**config.mk**
```make
export PLATFORM = sky130hd
export DESIGN_NAME = mem_port_arbiter_flat
export DESIGN_NICKNAME = d
export VERILOG_FILES = /design/src/rtl/mem_port_arbiter_pkg.sv /design/src/rtl/mem_port_arbiter_if.sv /design/src/rtl/mem_port_arbiter_rr_pick2.sv /design/src/rtl/mem_port_arbiter.sv /design/src/flat_wrapper.sv
export SDC_FILE = /design/constraint.sdc
export NUM_CORES = 1
export LEC_CHECK = 0
export CORE_AREA = 10 10 115 143
export DETAILED_ROUTE_END_ITERATION = 6
export DIE_AREA = 0 0 125 153
export MAX_ROUTING_LAYER = met4
export PLACE_DENSITY = 0.77
export SETUP_SLACK_MARGIN = 0.05
export SYNTH_ARGS = -nofsm -noshare
export SYNTH_HDL_FRONTEND = slang
export SYNTH_HIERARCHICAL = 1
export SYNTH_SLANG_ARGS = --single-unit
export TNS_END_PERCENT = 1
```
**constraint.sdc**
```tcl
create_clock -name clk -period 3.33 [get_ports clk]
set_input_delay 0.666 -clock clk [delete_from_list [all_inputs] [get_ports clk]]
set_output_delay 0.666 -clock clk [all_outputs]
set_load 0.03 [all_outputs]
```
**src/rtl/mem_port_arbiter_pkg.sv**
```systemverilog
// Shared definitions for the two-port memory arbiter: FSM encoding and port indices.
package mem_port_arbiter_pkg;

   typedef enum logic [1:0] {
      IDLE   = 2'd0,
      ACCESS = 2'd1,
      RESP   = 2'd2
   } state_t;

   localparam logic PORT_IF  = 1'b0;
   localparam logic PORT_LSU = 1'b1;

endpackage

```
**src/rtl/mem_port_arbiter_if.sv**
```systemverilog
// Requester-side and memory-side signals of the shared memory port.
interface mem_port_arbiter_if #(
   parameter int WIDTH = 32
);
   logic [1:0]       req;
   logic [WIDTH-1:0] addr0;
   logic [WIDTH-1:0] addr1;
   logic [WIDTH-1:0] wdata0;
   logic [WIDTH-1:0] wdata1;
   logic [1:0]       we;
   logic [1:0]       gnt;
   logic [1:0]       rvalid;
   logic [WIDTH-1:0] rdata;
   logic             err;
   logic             sel;
   logic             mem_req;
   logic [WIDTH-1:0] mem_addr;
   logic [WIDTH-1:0] mem_wdata;
   logic             mem_we;
   logic             mem_ready;
   logic [WIDTH-1:0] mem_rdata;

   // The arbiter itself is the slave side.
   modport slave (
      input  req, addr0, addr1, wdata0, wdata1, we, mem_ready, mem_rdata,
      output gnt, rvalid, rdata, err, sel, mem_req, mem_addr, mem_wdata, mem_we
   );

   modport master (
      output req, addr0, addr1, wdata0, wdata1, we, mem_ready, mem_rdata,
      input  gnt, rvalid, rdata, err, sel, mem_req, mem_addr, mem_wdata, mem_we
   );

endinterface

```
**src/rtl/mem_port_arbiter_rr_pick2.sv**
```systemverilog
// Combinational 2-way round-robin pick: a lone requester wins, a tie goes away from last_sel.
module rr_pick2
   import mem_port_arbiter_pkg::*;
(
   input  logic [1:0] req,
   input  logic       last_sel,
   output logic       winner
);

   always_comb begin
      winner = PORT_IF;
      if (req == 2'b11) begin
         winner = ~last_sel;
      end else if (req[PORT_LSU]) begin
         winner = PORT_LSU;
      end
   end

endmodule

```
**src/rtl/mem_port_arbiter.sv**
```systemverilog
// Shares one memory port between fetch (port 0) and load/store (port 1) with
// round-robin arbitration and a bounded wait for mem_ready.
module mem_port_arbiter
   import mem_port_arbiter_pkg::*;
#(
   parameter int WIDTH   = 32,
   parameter int TIMEOUT = 16
) (
   input  logic          clk,
   input  logic          reset,
   mem_port_arbiter_if.slave bus
);

   localparam int              CNT_W    = $clog2(TIMEOUT);
   localparam logic [CNT_W-1:0] CNT_LAST = CNT_W'(TIMEOUT - 1);

   state_t           state_reg, state_next;
   logic             last_sel_reg, last_sel_next;
   logic             sel_reg, sel_next;
   logic [CNT_W-1:0] cnt_reg, cnt_next;
   logic             err_reg, err_next;
   logic [WIDTH-1:0] rdata_reg, rdata_next;
   logic [WIDTH-1:0] addr_reg, addr_next;
   logic [WIDTH-1:0] wdata_reg, wdata_next;
   logic             we_reg, we_next;
   logic             winner;

   rr_pick2 u_pick (
      .req      (bus.req),
      .last_sel (last_sel_reg),
      .winner   (winner)
   );

   always_ff @(posedge clk or posedge reset) begin
      if (reset) begin
         state_reg    <= IDLE;
         last_sel_reg <= PORT_LSU;
         sel_reg      <= PORT_IF;
         cnt_reg      <= '0;
         err_reg      <= 1'b0;
         rdata_reg    <= '0;
         addr_reg     <= '0;
         wdata_reg    <= '0;
         we_reg       <= 1'b0;
      end else begin
         state_reg    <= state_next;
         last_sel_reg <= last_sel_next;
         sel_reg      <= sel_next;
         cnt_reg      <= cnt_next;
         err_reg      <= err_next;
         rdata_reg    <= rdata_next;
         addr_reg     <= addr_next;
         wdata_reg    <= wdata_next;
         we_reg       <= we_next;
      end
   end

   always_comb begin
      state_next    = state_reg;
      last_sel_next = last_sel_reg;
      sel_next      = sel_reg;
      cnt_next      = cnt_reg;
      err_next      = err_reg;
      rdata_next    = rdata_reg;
      addr_next     = addr_reg;
      wdata_next    = wdata_reg;
      we_next       = we_reg;

      case (state_reg)
         IDLE: begin
            if (|bus.req) begin
               sel_next   = winner;
               addr_next  = (winner == PORT_LSU) ? bus.addr1 : bus.addr0;
               wdata_next = (winner == PORT_LSU) ? bus.wdata1 : bus.wdata0;
               we_next    = bus.we[winner];
               cnt_next   = '0;
               err_next   = 1'b0;
               state_next = ACCESS;
            end
         end
         ACCESS: begin
            // A ready arriving in the final allowed cycle still completes normally.
            if (bus.mem_ready) begin
               rdata_next = bus.mem_rdata;
               err_next   = 1'b0;
               state_next = RESP;
            end else if (cnt_reg == CNT_LAST) begin
               rdata_next = '0;
               err_next   = 1'b1;
               state_next = RESP;
            end else begin
               cnt_next = cnt_reg + CNT_W'(1);
            end
         end
         RESP: begin
            last_sel_next = sel_reg;
            state_next    = IDLE;
         end
         default: begin
            state_next = IDLE;
         end
      endcase
   end

   // The counter is only zero during the first ACCESS cycle, which is when gnt pulses.
   for (genvar gi = 0; gi < 2; gi++) begin : g_port
      assign bus.gnt[gi]    = (state_reg == ACCESS) && (cnt_reg == '0) && (sel_reg == 1'(gi));
      assign bus.rvalid[gi] = (state_reg == RESP) && (sel_reg == 1'(gi));
   end

   assign bus.mem_req   = (state_reg == ACCESS);
   assign bus.err       = (state_reg == RESP) && err_reg;
   assign bus.rdata     = rdata_reg;
   assign bus.sel       = sel_reg;
   assign bus.mem_addr  = addr_reg;
   assign bus.mem_wdata = wdata_reg;
   assign bus.mem_we    = we_reg;

endmodule

```
**src/flat_wrapper.sv**
```systemverilog
// flat-port wrapper written by rule: the top's interface ports become plain ports
module mem_port_arbiter_flat import mem_port_arbiter_pkg::*;
#(
   parameter int WIDTH   = 32,
   parameter int TIMEOUT = 16
)
  (clk, reset, bus_req, bus_addr0, bus_addr1, bus_wdata0, bus_wdata1, bus_we, bus_mem_ready, bus_mem_rdata, bus_gnt, bus_rvalid, bus_rdata, bus_err, bus_sel, bus_mem_req, bus_mem_addr, bus_mem_wdata, bus_mem_we);
  mem_port_arbiter_if #(.WIDTH(WIDTH)) bus_i ();
  input  logic clk;
  input  logic reset;
  input wire logic [$bits(bus_i.req)-1:0] bus_req;
  input wire logic [$bits(bus_i.addr0)-1:0] bus_addr0;
  input wire logic [$bits(bus_i.addr1)-1:0] bus_addr1;
  input wire logic [$bits(bus_i.wdata0)-1:0] bus_wdata0;
  input wire logic [$bits(bus_i.wdata1)-1:0] bus_wdata1;
  input wire logic [$bits(bus_i.we)-1:0] bus_we;
  input wire logic [$bits(bus_i.mem_ready)-1:0] bus_mem_ready;
  input wire logic [$bits(bus_i.mem_rdata)-1:0] bus_mem_rdata;
  output wire logic [$bits(bus_i.gnt)-1:0] bus_gnt;
  output wire logic [$bits(bus_i.rvalid)-1:0] bus_rvalid;
  output wire logic [$bits(bus_i.rdata)-1:0] bus_rdata;
  output wire logic [$bits(bus_i.err)-1:0] bus_err;
  output wire logic [$bits(bus_i.sel)-1:0] bus_sel;
  output wire logic [$bits(bus_i.mem_req)-1:0] bus_mem_req;
  output wire logic [$bits(bus_i.mem_addr)-1:0] bus_mem_addr;
  output wire logic [$bits(bus_i.mem_wdata)-1:0] bus_mem_wdata;
  output wire logic [$bits(bus_i.mem_we)-1:0] bus_mem_we;
  assign bus_i.req = bus_req;
  assign bus_i.addr0 = bus_addr0;
  assign bus_i.addr1 = bus_addr1;
  assign bus_i.wdata0 = bus_wdata0;
  assign bus_i.wdata1 = bus_wdata1;
  assign bus_i.we = bus_we;
  assign bus_i.mem_ready = bus_mem_ready;
  assign bus_i.mem_rdata = bus_mem_rdata;
  assign bus_gnt = bus_i.gnt;
  assign bus_rvalid = bus_i.rvalid;
  assign bus_rdata = bus_i.rdata;
  assign bus_err = bus_i.err;
  assign bus_sel = bus_i.sel;
  assign bus_mem_req = bus_i.mem_req;
  assign bus_mem_addr = bus_i.mem_addr;
  assign bus_mem_wdata = bus_i.mem_wdata;
  assign bus_mem_we = bus_i.mem_we;
  mem_port_arbiter #(.WIDTH(WIDTH), .TIMEOUT(TIMEOUT)) u_core (.clk(clk), .reset(reset), .bus(bus_i));
endmodule
```
==> run_results.csv <==
group,metric,value,unit
detailed_routing,drc,0,
clock_network,ctsRootBufferMaster,"clkbuf_16",
synthesis,ys_seq_area_share,56.4,%
finish,nFillCells,1201,
setup_path,path_class,"register to primary output",
sta,max_slew_margin,20.6,%
setup_path,path_max_fanout,3,
global_route,grt_antenna_before_repair,0,
synthesis,syn_area,0.00470,mm2
synthesis,yosys_warnings,6,
sta,timing.final.setup_violations,0,
setup_path,path_cells,"inv_1, ha_1, nand2b_1, nor4b_1, clkdlybuf4s50_1",
finish,area_delta_synth_final,65.7,%
detailed_routing,drt-pass1-iter-count,4,
clock_network,cts_resized,0,
place,gp_congestion,0.786,
sta,finClkSkew,0.00841,ns
synthesis,syn_nets,581,
floorplan,die_w,125,um
pwr,p_int,0.00411,W
setup_path,critPathLaunchType,"register",
floorplan,start_util,34.3,%
setup_path,critical-path-max-stage-delay,0.77,ns
clock_network,clk_pin_slew,0.07,ns
sta,rsz0062_at_grt,"false",
pwr,pwr-share-comb,55.6,%
detailed_routing,drt_iter0_drc,189,
setup_path,endpoint_kind,"primary output",
finish,final_common_cell,"clkdlybuf4s50_1",
detailed_routing,ant_nets,0,
outcome,outcome,"completed",
synthesis,ys_types,36,
sta,min_period,2.80,ns
sta,hold_viol,0,
setup_path,worstPathRequired,2.66,ns
detailed_routing,drt-total-wl,16800,um
synthesis,synth_cells,412,
setup_path,path_buf_inv,2,
sta,tns,0,ns
pwr,switching_share,43.7,%
floorplan,die_y,153,um
sta,slew_viol_final,0,
sta,tightestPinTransition,1.19,ns
clock_network,postCtsHoldBufs,0,
setup_path,cp_slowest_cell,"clkdlybuf4s50_1",
floorplan,core-area,0.0137,mm2
clock_network,cts_tree,"built",
global_route,grt_pass1_wl,25900,um
clock_network,htree_levels,3,
clock_network,cts_setup_buffers,0,
sta,fin_hold_ws,0.506,ns
global_route,grt_usage,17.1,%
finish,mostFrequentLayoutCells,"clkdlybuf4s50_1 (270), dfrtp_1 (105), o21ai_0 (91), mux2i_1 (65), o21ai_1 (40)",
detailed_routing,via_count,4307,
pwr,powerDensity,936,mW/mm2
sta,max_freq,357,MHz
pwr,p_leak,3.28,nW
synthesis,ys_ff_latch,106,
finish,n_antenna_cell,0,
sta,worst_slack,0.526,ns
setup_path,crit_family,"buffers and inverters",
run,maxCapViolCount,0,
finish,nets,833,
floorplan,dieArea,0.0191,mm2
clock_network,insertion_delay,0.34,ns
global_route,grt_pass1_vias,4711,
min_path,hp-class,"register to register",
sta,fin_crit_sh,84.2,%
pwr,p_clk_share,13.5,%
clock_network,clockBufferDepth,2,
synthesis,synth_area_per_cell,11.4,um2
pwr,totalPowerFinal,0.00729,W
clock_network,clock-sinks,106,
detailed_routing,via_per_inst,5.10,
global_route,gr-total-overflow,0,
setup_path,worstPathArrival,2.14,ns
finish,drive_gt1_share,4.93,%
pwr,vdd_ir_drop_max,0.429,mV
detailed_routing,avgRoutedWirePerCell,19.9,um
clock_network,cts_buffers,9,
floorplan,io_pins,271,
global_route,grt_max_degree,107,
place,port_buffers,270,
pwr,power.switching,0.00318,W
floorplan,placementRows,48,
place,pre_cts_ws,0.701,ns
pwr,sequentialPowerShare,30.9,%
place,hpwl,12900,um
through the flow:
| stage | instances | util, % | area [um2] |
|---|---|---|---|
| final | 844 | 56.9 | 7790 |
| after global routing | 844 | 56.9 | 7790 |
| after CTS | 844 | 56.9 | 7790 |
| after detailed placement | 828 | 54.9 | 7520 |
| after global placement | 828 | 54.9 | 7520 |
| after floorplan | 412 | - | 4710 |
per-layer routing:
metal  track usage (%)  wire, um  vias to the layer above
met5                 -         0                        -
met3              5.33      1230                       26
met4              4.89       327                        0
li1                  -         -                     2010
met1              18.4      6420                     2072
met2              29.7      8800                      199
power groups by stage:
| stage | Sequential, W | Clock (W) | Combinational, W |
|---|---|---|---|
| 2_1_floorplan | 0.00338 | 0 | 0.00117 |
| 3_3_place_gp | 0.00225 | 0 | 0.00400 |
| 3_5_place_dp | 0.00227 | 0 | 0.00409 |
| 4_1_cts | 0.00226 | 0.00102 | 0.00410 |
| 5_1_grt | 0.00234 | 0.00107 | 0.00430 |
| 6_report | 0.00226 | 0.000982 | 0.00405 |
cell families (layout without fill, tap and decap cells):
family,Yosys count,in the layout,share of synthesized area [%]
AO/OA/AOI/OAI,171,171,21.2
adder cells (fa/ha/maj),2,2,0.532
buffers and inverters,42,299,4.47
flip-flops,106,106,56.4
multiplexers,67,67,14.4
AND/OR/NAND/NOR,24,24,3.01
final timing paths:
kind	start	to	slack (ns)	depth (start not counted)
setup / recovery	u_core/cnt_reg[0]	bus_gnt[1]	0.53	5
hold / removal	u_core/bus.rdata[14]	u_core/bus.rdata[14]	0.51	1
setup reg to reg	u_core/cnt_reg[0]	u_core/bus.rdata[22]	1.26	4
hold reg to reg	u_core/bus.rdata[14]	u_core/bus.rdata[14]	0.51	1
max in group asynchronous	reset	u_core/bus.mem_wdata[4]	2.03	3
min in group asynchronous	reset	u_core/bus.mem_wdata[11]	0.78	3
final cells by class:
cell class                      instances  area, um2  share of cell area (%)
Clock inverter                          6       41.3                   0.530
Multi-Input combinational cell        264       1850                    23.8
Tap cell                              175        219                    2.81
Sequential cell                       106       2650                    34.1
Timing Repair Buffer                  277       2770                    35.5
Inverter                                6       26.3                   0.337
Clock buffer                           10        229                    2.94
cells in the mapped netlist:
master / n / area share, %
a211oi_1: 1 / 0.16
a21boi_2: 1 / 0.24
a21oi_1: 1 / 0.11
a22o_1: 32 / 6.0
a31o_2: 1 / 0.19
a31oi_1: 1 / 0.13
and2_1: 3 / 0.40
buf_1: 2 / 0.16
buf_2: 12 / 1.3
buf_6: 5 / 1.2
clkbuf_1: 17 / 1.4
dfrtp_1: 105 / 56
dfstp_2: 1 / 0.56
ha_1: 2 / 0.53
inv_1: 5 / 0.40
inv_2: 1 / 0.080
mux2_2: 1 / 0.24
mux2_4: 1 / 0.32
mux2i_1: 65 / 14
nand2_1: 1 / 0.080
nand2b_1: 1 / 0.13
nand2b_2: 1 / 0.19
nand3_1: 4 / 0.43
nor2_1: 4 / 0.32
nor2b_1: 3 / 0.40
nor3_1: 1 / 0.11
nor4_1: 1 / 0.13
nor4b_1: 1 / 0.19
nor4bb_1: 1 / 0.21
o211ai_1: 1 / 0.16
o21ai_0: 91 / 9.7
o21ai_1: 40 / 4.3
o22ai_1: 1 / 0.13
o31ai_1: 1 / 0.16
or2_1: 2 / 0.27
or4_1: 1 / 0.16
No activity file was read; power rests on OpenSTA's default activity.
